[config.mk]
export PLATFORM = sky130hd
export DESIGN_NAME = cmd_ram_bridge_flat
export DESIGN_NICKNAME = d
export VERILOG_FILES = /design/src/rtl/cmd_pkg.sv /design/src/rtl/cmd_ram_bridge_if.sv /design/src/rtl/cmd_fifo.sv /design/src/rtl/cmd_ram_bridge.sv /design/src/flat_wrapper.sv
export SDC_FILE = /design/constraint.sdc
export NUM_CORES = 1
export LEC_CHECK = 0
export CORE_MARGIN = 1
export CORE_UTILIZATION = 25
export CTS_BUF_LIST = sky130_fd_sc_hd__clkbuf_16
export CTS_CLUSTER_SIZE = 14
export DETAILED_ROUTE_END_ITERATION = 12
export HOLD_SLACK_MARGIN = 0.12
export PLACE_DENSITY = 0.48
export SLEW_MARGIN = 20
export SYNTH_ARGS = -nofsm -noshare
export SYNTH_HDL_FRONTEND = slang
export SYNTH_SLANG_ARGS = --single-unit
[constraint.sdc]
create_clock -name clock -period 3.95 [get_ports clock]
set_clock_uncertainty 0.2 [all_clocks]
set_input_delay 0.9875 -clock clock [delete_from_list [all_inputs] [get_ports clock]]
set_output_delay 0.9875 -clock clock [all_outputs]
set_load 0.02 [all_outputs]
[src/rtl/cmd_pkg.sv]
// Shared types and constants for the CMD loader to RAM bridge.
package cmd_pkg;

    // Drain sequencer states
    typedef enum logic [1:0] {
        ST_IDLE   = 2'd0,
        ST_REQ    = 2'd1,
        ST_WRITE  = 2'd2,
        ST_FINISH = 2'd3
    } state_t;

    // Width of the optional running checksum
    localparam int CSUM_W = 8;

endpackage

[src/rtl/cmd_ram_bridge_if.sv]
// RAM port bus between the bridge (master) and the RAM arbiter (slave).
interface cmd_ram_bridge_if #(
    parameter int ADDR = 16,
    parameter int DATA = 8
);
    logic            ram_req;
    logic            ram_gnt;
    logic            ram_we;
    logic [ADDR-1:0] ram_addr;
    logic [DATA-1:0] ram_data;

    modport master (
        output ram_req,
        output ram_we,
        output ram_addr,
        output ram_data,
        input  ram_gnt
    );

    modport slave (
        input  ram_req,
        input  ram_we,
        input  ram_addr,
        input  ram_data,
        output ram_gnt
    );
endinterface

[src/rtl/cmd_fifo.sv]
// Small synchronous FIFO holding {addr,data} write entries.
// DEPTH must be a power of two so the pointers wrap naturally.
module cmd_fifo #(
    parameter int DEPTH = 8,
    parameter int WIDTH = 24
) (
    input  logic                     clock,
    input  logic                     reset,
    input  logic                     push,
    input  logic [WIDTH-1:0]         push_data,
    input  logic                     pop,
    output logic [WIDTH-1:0]         head,
    output logic [$clog2(DEPTH):0]   count,
    output logic                     full
);
    localparam int PW = $clog2(DEPTH);
    localparam int CW = PW + 1;
    localparam logic [CW-1:0] FULL_CNT = CW'(DEPTH);

    logic [WIDTH-1:0] mem [DEPTH];
    logic [PW-1:0]    wr_ptr;
    logic [PW-1:0]    rd_ptr;
    logic [CW-1:0]    count_next;
    logic             do_push;
    logic             do_pop;

    assign do_push = push & ~full;
    assign do_pop  = pop & (count != '0);
    assign head    = mem[rd_ptr];

    // Next occupancy; a simultaneous push and pop leaves it unchanged
    always_comb begin
        count_next = count;
        case ({do_push, do_pop})
            2'b10:   count_next = count + CW'(1);
            2'b01:   count_next = count - CW'(1);
            default: count_next = count;
        endcase
    end

    // Pointers, occupancy and the registered full flag
    always_ff @(posedge clock or posedge reset) begin
        if (reset) begin
            wr_ptr <= '0;
            rd_ptr <= '0;
            count  <= '0;
            full   <= 1'b0;
        end else begin
            if (do_push) wr_ptr <= wr_ptr + PW'(1);
            if (do_pop)  rd_ptr <= rd_ptr + PW'(1);
            count <= count_next;
            full  <= (count_next == FULL_CNT);
        end
    end

    // Entry storage; contents are don't-care until pushed
    always_ff @(posedge clock) begin
        if (do_push) mem[wr_ptr] <= push_data;
    end
endmodule

[src/rtl/cmd_ram_bridge.sv]
// Bridges the CMD loader write stream into a shared RAM port: writes are
// queued in a FIFO and drained one per grant; the end of a download is
// reported with a done pulse once the queue is empty, along with any
// captured execute vector.
// Optional feature: define CMD_BRIDGE_CHECKSUM_EN to add a modulo-256 sum
// of all data written to RAM on the checksum output.
module cmd_ram_bridge
    import cmd_pkg::*;
#(
    parameter int DEPTH = 8,
    parameter int ADDR  = 16,
    parameter int DATA  = 8
) (
    input  logic             clock,
    input  logic             reset,
    input  logic             in_wr,
    input  logic [ADDR-1:0]  in_addr,
    input  logic [DATA-1:0]  in_data,
    input  logic             in_download,
    input  logic             in_exec_en,
    input  logic [ADDR-1:0]  in_exec_addr,
    output logic             full,
    output logic             cpu_hold,
    cmd_ram_bridge_if.master ram,
    output logic             done,
    output logic             exec_pending,
    output logic [ADDR-1:0]  exec_vector,
    output logic             overflow
`ifdef CMD_BRIDGE_CHECKSUM_EN
    ,
    output logic [CSUM_W-1:0] checksum
`endif
);
    localparam int CW    = $clog2(DEPTH) + 1;
    localparam int WIDTH = ADDR + DATA;

    state_t           state;
    state_t           state_next;
    logic [CW-1:0]    count;
    logic [WIDTH-1:0] head;
    logic             push;
    logic             pop;
    logic             fifo_full;
    logic             download_q;
    logic             dl_rise;
    logic             dl_fall;
    logic             end_seen;
    logic             exec_captured;

    assign push    = in_wr & ~fifo_full;
    assign full    = fifo_full;
    assign dl_rise = in_download & ~download_q;
    assign dl_fall = ~in_download & download_q;

    cmd_fifo #(
        .DEPTH (DEPTH),
        .WIDTH (WIDTH)
    ) u_fifo (
        .clock     (clock),
        .reset     (reset),
        .push      (push),
        .push_data ({in_addr, in_data}),
        .pop       (pop),
        .head      (head),
        .count     (count),
        .full      (fifo_full)
    );

    // Drain sequencer state register
    always_ff @(posedge clock or posedge reset) begin
        if (reset) state <= ST_IDLE;
        else       state <= state_next;
    end

    // Drain sequencer transitions and RAM port outputs
    always_comb begin
        state_next   = state;
        ram.ram_req  = 1'b0;
        ram.ram_we   = 1'b0;
        ram.ram_addr = '0;
        ram.ram_data = '0;
        pop          = 1'b0;
        done         = 1'b0;
        case (state)
            ST_IDLE: begin
                if (count != '0)
                    state_next = ST_REQ;
                else if (end_seen && !push)
                    state_next = ST_FINISH;
            end
            ST_REQ: begin
                ram.ram_req = 1'b1;
                if (ram.ram_gnt) state_next = ST_WRITE;
            end
            ST_WRITE: begin
                ram.ram_req                  = 1'b1;
                ram.ram_we                   = 1'b1;
                {ram.ram_addr, ram.ram_data} = head;
                pop                          = 1'b1;
                // Entries left after this pop (including one arriving now)
                state_next = ((count > CW'(1)) || push) ? ST_REQ : ST_IDLE;
            end
            ST_FINISH: begin
                done       = 1'b1;
                state_next = ST_IDLE;
            end
            default: state_next = ST_IDLE;
        endcase
    end

    // Download edge tracking, end-of-load flag and registered CPU hold
    always_ff @(posedge clock or posedge reset) begin
        if (reset) begin
            download_q <= 1'b0;
            end_seen   <= 1'b0;
            cpu_hold   <= 1'b0;
        end else begin
            download_q <= in_download;
            cpu_hold   <= in_download | (count != '0) | (state != ST_IDLE);
            if (dl_rise)
                end_seen <= 1'b0;
            else if (dl_fall)
                end_seen <= 1'b1;
            else if (state == ST_FINISH)
                end_seen <= 1'b0;
        end
    end

    // Sticky overflow: set on a dropped write, cleared when a new download starts
    always_ff @(posedge clock or posedge reset) begin
        if (reset)
            overflow <= 1'b0;
        else if (in_wr && fifo_full)
            overflow <= 1'b1;
        else if (dl_rise)
            overflow <= 1'b0;
    end

    // Execute vector capture; the most recent strobe wins
    always_ff @(posedge clock or posedge reset) begin
        if (reset) begin
            exec_vector   <= '0;
            exec_captured <= 1'b0;
        end else if (in_exec_en) begin
            exec_vector   <= in_exec_addr;
            exec_captured <= 1'b1;
        end else if (dl_rise) begin
            exec_captured <= 1'b0;
        end
    end

    // Execute pending flag raised at the end of a drained load
    always_ff @(posedge clock or posedge reset) begin
        if (reset)
            exec_pending <= 1'b0;
        else if (dl_rise)
            exec_pending <= 1'b0;
        else if (state == ST_FINISH && exec_captured)
            exec_pending <= 1'b1;
    end

`ifdef CMD_BRIDGE_CHECKSUM_EN
    // Running modulo-256 sum of every byte written to RAM
    always_ff @(posedge clock or posedge reset) begin
        if (reset)
            checksum <= '0;
        else if (dl_rise)
            checksum <= '0;
        else if (ram.ram_we)
            checksum <= checksum + CSUM_W'(ram.ram_data);
    end
`endif
endmodule

[src/flat_wrapper.sv]
// flat-port wrapper written by rule: the top's interface ports become plain ports
module cmd_ram_bridge_flat import cmd_pkg::*;
#(
    parameter int DEPTH = 8,
    parameter int ADDR  = 16,
    parameter int DATA  = 8
)
  (clock, reset, in_wr, in_addr, in_data, in_download, in_exec_en, in_exec_addr, full, cpu_hold, done, exec_pending, exec_vector, overflow, ram_ram_req, ram_ram_we, ram_ram_addr, ram_ram_data, ram_ram_gnt);
  cmd_ram_bridge_if #(.ADDR(ADDR), .DATA(DATA)) ram_i ();
  input  logic clock;
  input  logic reset;
  input  logic in_wr;
  input  logic [ADDR-1:0] in_addr;
  input  logic [DATA-1:0] in_data;
  input  logic in_download;
  input  logic in_exec_en;
  input  logic [ADDR-1:0] in_exec_addr;
  output logic full;
  output logic cpu_hold;
  output logic done;
  output logic exec_pending;
  output logic [ADDR-1:0] exec_vector;
  output logic overflow;
  output wire logic [$bits(ram_i.ram_req)-1:0] ram_ram_req;
  output wire logic [$bits(ram_i.ram_we)-1:0] ram_ram_we;
  output wire logic [$bits(ram_i.ram_addr)-1:0] ram_ram_addr;
  output wire logic [$bits(ram_i.ram_data)-1:0] ram_ram_data;
  input wire logic [$bits(ram_i.ram_gnt)-1:0] ram_ram_gnt;
  assign ram_ram_req = ram_i.ram_req;
  assign ram_ram_we = ram_i.ram_we;
  assign ram_ram_addr = ram_i.ram_addr;
  assign ram_ram_data = ram_i.ram_data;
  assign ram_i.ram_gnt = ram_ram_gnt;
  cmd_ram_bridge #(.DEPTH(DEPTH), .ADDR(ADDR), .DATA(DATA)) u_core (.clock(clock), .reset(reset), .in_wr(in_wr), .in_addr(in_addr), .in_data(in_data), .in_download(in_download), .in_exec_en(in_exec_en), .in_exec_addr(in_exec_addr), .full(full), .cpu_hold(cpu_hold), .ram(ram_i), .done(done), .exec_pending(exec_pending), .exec_vector(exec_vector), .overflow(overflow));
endmodule
# Word level (Yosys, flattened, before mapping)
# Memories as Yosys holds them, arrays and structs flattened.
# Index checks and enable logic that the tools add are counted.
# totals
wordCells,71
mem_count,1
in_bits,46
out_inout_bits,47
regBits,35
ramBits,192
# mem_list
name,depth,word_bits,rd,rd_clocked_by_memory_dff,wr,line,source
u_core.u_fifo.mem,8,24,1,0,1,cmd_fifo.sv:20,logic [WIDTH-1:0] mem [DEPTH];
# classes
add_sub_neg,4
reduce_logical,14
eq_ne,8
mux,21
bitwise,10
order_cmp,1
# ops
cell,n
16-bit 2-to-1 mux,1
1-bit 2-to-1 mux,14
8-bit 2-to-1 mux,1
2-bit one-hot mux with 4 select lines,1
4-bit one-hot mux with 2 select lines,1
2-bit nonzero test,4
3-bit by 1-bit adder with 3-bit output (second input constant),2
2-bit equality test (second input constant),3
2-bit 2-to-1 mux,3
1-bit bitwise AND,5
4-bit by 1-bit adder with 4-bit output (second input constant),1
2-bit by 1-bit equality test with 1-bit output (second input constant),2
4-bit equality test (second input constant),1
4-bit by 1-bit > comparator with 1-bit output (second input constant),1
4-bit nonzero test,1
4-bit by 1-bit subtractor with 4-bit output (second input constant),1
1-bit logical AND,3
3-bit by 1-bit inequality test with 1-bit output (second input constant),1
1-bit NOT,3
3-bit nonzero test,1
2-bit logical NOT,1
2-bit inequality test (second input constant),1
1-bit OR,2
2-bit AND reduction,1
other kinds (3),3

# Logic depth before layout (Yosys ltp)
# Gate-level depths: netlist of run 1.
# depth
depth_word,7
ltp_mapped,11

# By module
# A second synthesis of run 1 with hierarchy kept.
# unflattened
cells_unflattened,455
hier_area_um2,9078.7
# modules_own_cells
module,area_per_inst_um2,cells_per_inst,instances
cmd_fifo,7881.3,355,1
cmd_ram_bridge,1197.4,100,1

# Worst setup path after synthesis of run 1
# OpenSTA, ideal clock, no wires.
# synth_timing
path_kind,in2reg
startpoint,input in_wr
endpoint,memory u_core.u_fifo.mem[0][0] (enable)
setup_time_ns,0.435
arrival_ns,3.062
stages,4
setup_slack_ns,0.253
path_cell_list,nand2b_1 -> inv_1 -> nand2b_1 -> nor3_1
# synth_via
elab_chain_len,4
# synth_rtl
item,line,source
start: declaration,flat_wrapper.sv:12,input logic in_wr;
1-bit bitwise AND,cmd_ram_bridge.sv:50,assign push = in_wr & ~fifo_full;
1-bit bitwise AND,cmd_fifo.sv:27,assign do_push = push & ~full;
named net u_core.u_fifo.do_push,cmd_fifo.sv:24,logic do_push;
1-bit 2-to-1 mux,cmd_fifo.sv:58,if (do_push) mem[wr_ptr] <= push_data;
1-bit 2-to-1 mux (not written as such),cmd_fifo.sv:58,
end: declaration,cmd_fifo.sv:20,
# The timed path passes the listed nets, and every way through them passes these cells.

# Worst setup path after layout of run 1
# layout_timing
startpoint,register u_core.u_fifo.rd_ptr[0]
endpoint,output ram_ram_data[7]
# layout_via
elab_chain_len,2
# layout_rtl
item,line,source
start: declaration,cmd_fifo.sv:22,logic [PW-1:0] rd_ptr;
start signal: assignment,cmd_fifo.sv:50,if (do_pop) rd_ptr <= rd_ptr + PW'(1);
memory 8 x 24 bit,n/a,
8-bit 2-to-1 mux,cmd_ram_bridge.sv:84,case (state)
end: declaration,flat_wrapper.sv:27,output wire logic [$bits(ram_i.ram_data)-1:0] ram_ram_data;
# No other way between the ends.

==> impl_metrics.csv, run 1 <==
group,metric,value,unit
placed_design,dp_slack,0.349,ns
critical_path,rr_worst_depth,10,
pwr,pwr-share-seq,39.5,%
synth,ys_seq_area_share,73.4,%
synth,ys_warn_count,0,
synth,ys_types,36,
synth,synthCells,447,
synth,ys.flop_type,"edfxtp_1",
grt,grt_pass1_wl,29.4,mm
final_layout,final.fill_count,3436,
hold_path,min_path_type,"reg2reg",
critical_path,endpoint_kind,"output port",
routing,drtPass1Iterations,4,
floorplanning,rows,69,
clocking,insertion_delay,0.52,ns
critical_path,r2r_setup_slack,1.11,ns
clocking,cts.path.max_buffers,3,
synth,ys_seq_elements,227,
clocking,clk_pin_slew_worst_paths,0.06,ns
floorplanning,ios,93,
job,cap_violations,0,
pwr,ir_worst_vdd,0.364,mV
final_layout,antenna_cells,0,
floorplanning,start_util,25.4,%
clocking,root_buffer,"clkbuf_16",
pwr,internal_power,5.67,mW
critical_path,worstPathRequired,2.76,ns
critical_path,crit_path_max_incr_delay,0.56,ns
routing,drc,0,
critical_path,path_cells,"buf_12 > mux4_2 > mux2i_1 > nor2b_1 > clkdlybuf4s50_1",
clocking,clkSinkCount,227,
timing,setup_tns,0,ns
hold_path,hold_end,"u_core.exec_captured",
synth,syn_avg_cell_area,20.2,sq um
routing,wl,19.5,mm
critical_path,regToRegEndpoint,"u_core.u_fifo.full",
floorplanning,die_w,192,um
critical_path,cp_data_arrival_time,2.62,ns
critical_path,r2r-start,"u_core.u_fifo.count[0]",
synth,syn-num-nets,506,
timing,slew_headroom,42.9,%
pwr,swShare,30.0,%
clocking,postCtsHoldBufs,0,
floorplanning,die_h,192,um
pwr,power_switching,2.43,mW
floorplanning,fp.dieArea,0.0370,sq mm
hold_path,min_from,"u_core.exec_captured",
placed_design,dp_hpwl,12.3,mm
critical_path,cp_top_family,"buffers and inverters",
clocking,numCtsBuffers,26,
critical_path,path_max_fanout,20,
clocking,cts_tree,"done",
synth,async_flop_share,15.4,%
timing,fin_hold_ws,0.282,ns
synth,synth_edf_count,192,
routing,vias,4505,
final_layout,final_nets,629,
timing,drv_slew,0,
critical_path,slowest_stage,"clkdlybuf4s50_1",
routing,antenna_left,0,
pwr,share_comb_of_total_power,31.9,%
floorplanning,design.core.area,0.0356,sq mm
grt,grt_max_degree,31,
grt,first_global_vias,4910,
pwr,power.density,698,mW/mm^2
timing,rsz0062_at_grt,"false",
hold_path,min_path_cells,1,
placed_design,gp_congestion,0.722,
critical_path,worst-path-buf-inv,2,
pwr,power.total,8.10,mW
synth,synthTopCellsByArea,"edfxtp_1, mux4_2, dfrtp_1",
final_layout,area_growth,28.3,%
synth,yosysTopAreaCellShare,63.7,%
placed_design,port_buffers,92,
pwr,power_leakage,3.95,nW
critical_path,path_depth,5,
critical_path,crit_type,"reg2out",
grt,grt_use_total,10.7,%
synth,synth_top_area_cell,"edfxtp_1",
status,status,"finished clean",
critical_path,crit_path_start_kind,"flip-flop",
clocking,cts_max_level,1,
pwr,clockPowerShare,28.6,%
synth,syn_area,0.00905,sq mm
grt,overflow,0,
routing,wl_per_cell,18.5,um
timing,setup_ws,0.138,ns
final_layout,layout-drive-gt1-share,23.4,%
timing,worst_pin_slew,0.856,ns
timing,setup-violations-final,0,
timing,period_needed,3.81,ns
grt,antenna_found_initial,0,
routing,drtIter0Drc,217,
final_layout,post-route-util,32.6,%
routing,vias_per_cell,4.29,
timing,timing.fmax,262,MHz
timing,hold_violations,0,
timing,period_share,96.5,%
[power by group through the flow]
stage	registers [mW]	clock network (mW)	logic (mW)
6_report	3.20	2.32	2.58
5_1_grt	3.24	2.47	2.79
4_1_cts	3.20	2.39	2.63
3_5_place_dp	3.28	0	2.56
3_3_place_gp	3.25	0	2.55
2_1_floorplan	3.19	0	1.70
[what timing repair did]
item	4_1_cts	5_1_grt
gates resized for setup	1	1
cloned	0	1
setup endpoints to repair	15	1
setup buffers	1	0
endpoints found under the hold margin	0	0
[area by class of cell]
| type | count | area (sq um) | share of cell area (%) |
|---|---|---|---|
| sequential | 227 | 6650 | 57.3 |
| clock inverter | 22 | 198 | 1.70 |
| inverter | 9 | 33.8 | 0.291 |
| multi-input combinational | 192 | 2290 | 19.8 |
| tap | 461 | 577 | 4.97 |
| timing repair buffer | 114 | 1210 | 10.4 |
| clock buffer | 26 | 651 | 5.60 |
[registers in the layout, indices dropped and copies added (netlist names)]
register,flops
u_core.exec_captured,1
u_core.end_seen,1
u_core.cpu_hold,1
u_core.u_fifo.mem,192
u_core.state,2
u_core.u_fifo.wr_ptr,3
u_core.exec_pending,1
u_core.exec_vector,16
u_core.u_fifo.rd_ptr,3
u_core.overflow,1
u_core.u_fifo.count,4
u_core.u_fifo.full,1
u_core.download_q,1
[how the worst max path moves through the flow]
stage,from,end,slack (ns)
after global routing,u_core.u_fifo.rd_ptr[0],ram_ram_data[3],0.02
final,u_core.u_fifo.rd_ptr[0],ram_ram_data[7],0.14
after CTS,u_core.u_fifo.rd_ptr[0],ram_ram_addr[9],0.01
after detailed placement,u_core.u_fifo.rd_ptr[1],ram_ram_data[3],0.35
after global placement,u_core.u_fifo.rd_ptr[1],ram_ram_data[6],0.34
after floorplan,in_wr,u_core.u_fifo.mem[0][0],0.25
[per-stage QoR]
stage          area (sq um)  instances
3_5_place_dp          10700       1001
2_1_floorplan          9050        447
5_1_grt               11600       1051
6_report              11600       1051
4_1_cts               11600       1050
3_3_place_gp          10700       1001
[layout by cell type (no fill, tap or decap), types with 2 or more instances in the layout]
| cell | count |
|---|---|
| inv_1 | 17 |
| buf_12 | 6 |
| nand2_1 | 16 |
| mux2_2 | 19 |
| nor2b_1 | 26 |
| a21oi_1 | 4 |
| ha_1 | 13 |
| clkbuf_16 | 27 |
| o31ai_1 | 2 |
| edfxtp_1 | 192 |
| clkinvlp_4 | 2 |
| nand2b_1 | 5 |
| mux4_1 | 2 |
| dfrtp_4 | 2 |
| clkdlybuf4s50_1 | 92 |
| dfrtp_1 | 32 |
| mux2i_1 | 26 |
| nor2_1 | 6 |
| nand3_1 | 2 |
| clkinv_1 | 3 |
| mux4_2 | 46 |
| buf_4 | 13 |
| xnor2_1 | 2 |
| o21ai_0 | 3 |
| bufinv_16 | 3 |
| nor3_2 | 2 |
| nor2_4 | 6 |
| clkinv_2 | 3 |
[layer usage]
| metal | vias to the layer above | share of wire [%] | track usage (%) | wire length (um) |
|---|---|---|---|---|
| li1 | 2030 | - | - | - |
| met1 | 2355 | 43 | 13.4 | 8340 |
| met2 | 93 | 51 | 18.7 | 9870 |
| met3 | 27 | 4.5 | 1.96 | 873 |
| met4 | 0 | 2.1 | 2.97 | 410 |
| met5 | - | 0 | 0 | 0 |
[cell usage after synthesis (3+ instances only)]
library cell and count:
ha_1 13, mux2i_1 26, o21ai_0 3, dfrtp_1 35
mux4_2 46, edfxtp_1 192, nor2b_1 26, buf_1 4
clkbuf_1 3, buf_4 3, buf_2 5, nor2_1 12
nand2b_1 5, a21oi_1 4, nand2_1 16, mux2_2 19
inv_1 9
[cells by family (layout without fill, tap and decap cells)]
logic type,Yosys count,after routing,synth area share (%)
muxes,93,93,17.3
xor gates and xnor gates,3,3,0.290
and+or+nand+nor,66,66,3.98
DFF,227,227,73.4
buffers and inverters,28,171,1.88
adders and majority gates,13,13,1.80
AOI/OAI and AO/OA,17,17,1.40
Note: power is estimated with default switching activity, not from simulation.
==> inputs of run 2 (changes only) <==
--- a/config.mk
+++ b/config.mk
@@ -10,8 +10,10 @@
 export CTS_BUF_LIST = sky130_fd_sc_hd__clkbuf_16
 export CTS_CLUSTER_SIZE = 14
 export DETAILED_ROUTE_END_ITERATION = 12
+export GPL_TIMING_DRIVEN = 0
 export HOLD_SLACK_MARGIN = 0.12
 export PLACE_DENSITY = 0.48
+export REMOVE_ABC_BUFFERS = 1
 export SLEW_MARGIN = 20
 export SYNTH_ARGS = -nofsm -noshare
 export SYNTH_HDL_FRONTEND = slang
==> run 2 against run 1 <==
Global-route usage up 0.22 points; highest routed layer is now met5; setup slack worse by 0.013 ns; register-to-register slack worse by 0.11 ns; non-clock buffer count down 4; wire length up 0.73%; largest power group unchanged; via count up 0.49%.
==> impl_metrics.csv, run 2 (synthesis results as in run 1) <==
group,metric,value,unit
critical_path,cp_top_family,"buffers and inverters",
critical_path,crit_path_max_incr_delay,0.56,ns
routing,antenna_left,0,
timing,worst_pin_slew,0.772,ns
floorplanning,die_h,192,um
routing,drc,0,
placed_design,dp_hpwl,12.7,mm
placed_design,port_buffers,92,
routing,vias_per_cell,4.33,
critical_path,slowest_stage,"mux4_2",
grt,grt_use_total,10.9,%
routing,vias,4527,
critical_path,cp_data_arrival_time,2.64,ns
timing,drv_slew,0,
critical_path,r2r_setup_slack,1.00,ns
timing,timing.fmax,261,MHz
clocking,insertion_delay,0.51,ns
final_layout,layout_commonest_cell,"edfxtp_1",
critical_path,crit_path_end,"ram_ram_data[1]",
grt,antenna_found_initial,3,
pwr,power.total,7.87,mW
placed_design,place_area,0.0108,sq mm
timing,hold_violations,0,
critical_path,worstPathRequired,2.76,ns
critical_path,r2r-start,"u_core.state[0]",
critical_path,rr_worst_depth,9,
floorplanning,design.core.area,0.0356,sq mm
routing,drtPass1Iterations,4,
final_layout,layout.cells.non_filler,1045,
pwr,power_leakage,3.94,nW
final_layout,final_cell_mix,"edfxtp_1, clkdlybuf4s50_1, mux4_2",
routing,wl_per_cell,18.8,um
pwr,ir_worst_vdd,0.396,mV
final_layout,final.fill_count,3398,
critical_path,crit_type,"reg2out",
timing,slew_headroom,48.3,%
placed_design,dp.cells,997,
final_layout,layout-drive-gt1-share,22.8,%
clocking,cts.path.max_buffers,3,
routing,wl,19.6,mm
critical_path,critPathLaunch,"u_core.u_fifo.rd_ptr[0]",
final_layout,post-route-util,32.5,%
critical_path,endpoint_kind,"output port",
critical_path,crit_path_start_kind,"flip-flop",
floorplanning,ios,93,
timing,period_needed,3.82,ns
final_layout,area_growth,27.6,%
final_layout,final_cell_area,0.0115,sq mm
job,cap_violations,0,
pwr,power.density,682,mW/mm^2
critical_path,path_depth,5,
clocking,numCtsBuffers,25,
timing,setup-violations-final,0,
critical_path,path_max_fanout,32,
clocking,root_buffer,"clkbuf_16",
placed_design,gp_congestion,0.696,
final_layout,largest_reg_flops,192,
final_layout,reg_top3,"u_core.u_fifo.mem x192, u_core.exec_vector x16, u_core.u_fifo.count x4",
routing,drtIter0Drc,287,
timing,rsz0062_at_grt,"true",
floorplanning,fp.dieArea,0.0370,sq mm
floorplanning,die_w,192,um
final_layout,largest-register,"u_core.u_fifo.mem",
clocking,cts_max_level,1,
clocking,clkSinkCount,227,
grt,grt_pass1_wl,29.9,mm
timing,setup_tns,0,ns
clocking,cts_tree,"done",
hold_path,min_path_type,"reg2reg",
grt,grt_max_degree,40,
grt,overflow,0,
final_layout,final_nets,624,
floorplanning,rows,69,
critical_path,path_cells,"buf_16 > mux4_2 > mux2i_1 > nor2b_1 > clkdlybuf4s50_1",
critical_path,regToRegEndpoint,"u_core.u_fifo.full",
status,status,"finished clean",
floorplanning,start_util,25.4,%
critical_path,worst-path-buf-inv,2,
grt,first_global_vias,5066,
timing,period_share,96.8,%
clocking,clk_pin_slew_worst_paths,0.06,ns
## run 2: cell types whose count changed in the layout (fill, tap and decap cells not counted), moves of 4 or more
cell	delta
buf_12	-5
buf_16	+7
inv_1	-4
buf_4	-5
## run 2: worst min-delay path by stage
stage / from / to / slack, ns / cells past startpoint
3_3_place_gp: u_core.exec_captured / u_core.exec_captured / 0.27 / 1
2_1_floorplan: u_core.exec_captured / u_core.exec_captured / 0.25 / 1
4_1_cts: u_core.exec_captured / u_core.exec_captured / 0.29 / 1
5_1_grt: u_core.exec_vector[13] / u_core.exec_vector[13] / 0.32 / 1
3_5_place_dp: u_core.exec_captured / u_core.exec_captured / 0.28 / 1
6_report: u_core.exec_captured / u_core.exec_captured / 0.29 / 1
## run 2: area by class of cell
cell class	count	area, sq um	area share, %
Timing Repair Buffer	110	1240	10.7
Antenna cell	1	2.50	0.0217
Clock inverter	20	110	0.954
Clock buffer	25	626	5.42
Multi-Input combinational cell	192	2310	20.0
Inverter	9	33.8	0.293
Tap cell	461	577	5.00
Sequential cell	227	6650	57.6
## run 2: through the flow
step,setup WS (ns),hold WS (ns)
final,0.125,0.290
after global routing,-0.00547,0.320
after CTS,0.0154,0.292
after detailed placement,0.228,0.279
after global placement,-2.60,0.268
after floorplan,-0.213,0.249
## run 2: per-layer routing
layer	track usage, %	wire length, um	vias to the layer above
met5	0	22	-
met2	18.3	9480	104
met3	2.86	1010	39
met1	13.9	8720	2358
li1	-	-	2022
met4	2.67	402	4
## run 2: report_power, final
group / internal, mW / switching [mW] / total, mW / leakage [nW]
Clock: 1.16 / 0.925 / 2.08 / 0.379
Sequential: 3.00 / 0.216 / 3.21 / 2.16
Combinational: 1.28 / 1.30 / 2.58 / 1.40
Total: 5.43 / 2.44 / 7.87 / 3.94
## run 2: repair_timing
item	CTS	global route
resized for setup	1	4
endpoints found under the setup margin	19	8
cloned	0	0
buffers inserted	2	0
hold buffers	0	0
## run 2: worst reg2reg max path: stages, from the launching register on
cell	delay [ns]
dfrtp_1	0.40
inv_1	0.17
ha_4	0.42
nand2_1	0.14
inv_1	0.19
ha_1	0.36
or3b_1	0.42
o41ai_2	0.20
a221o_2	0.17
nor4b_4	0.19
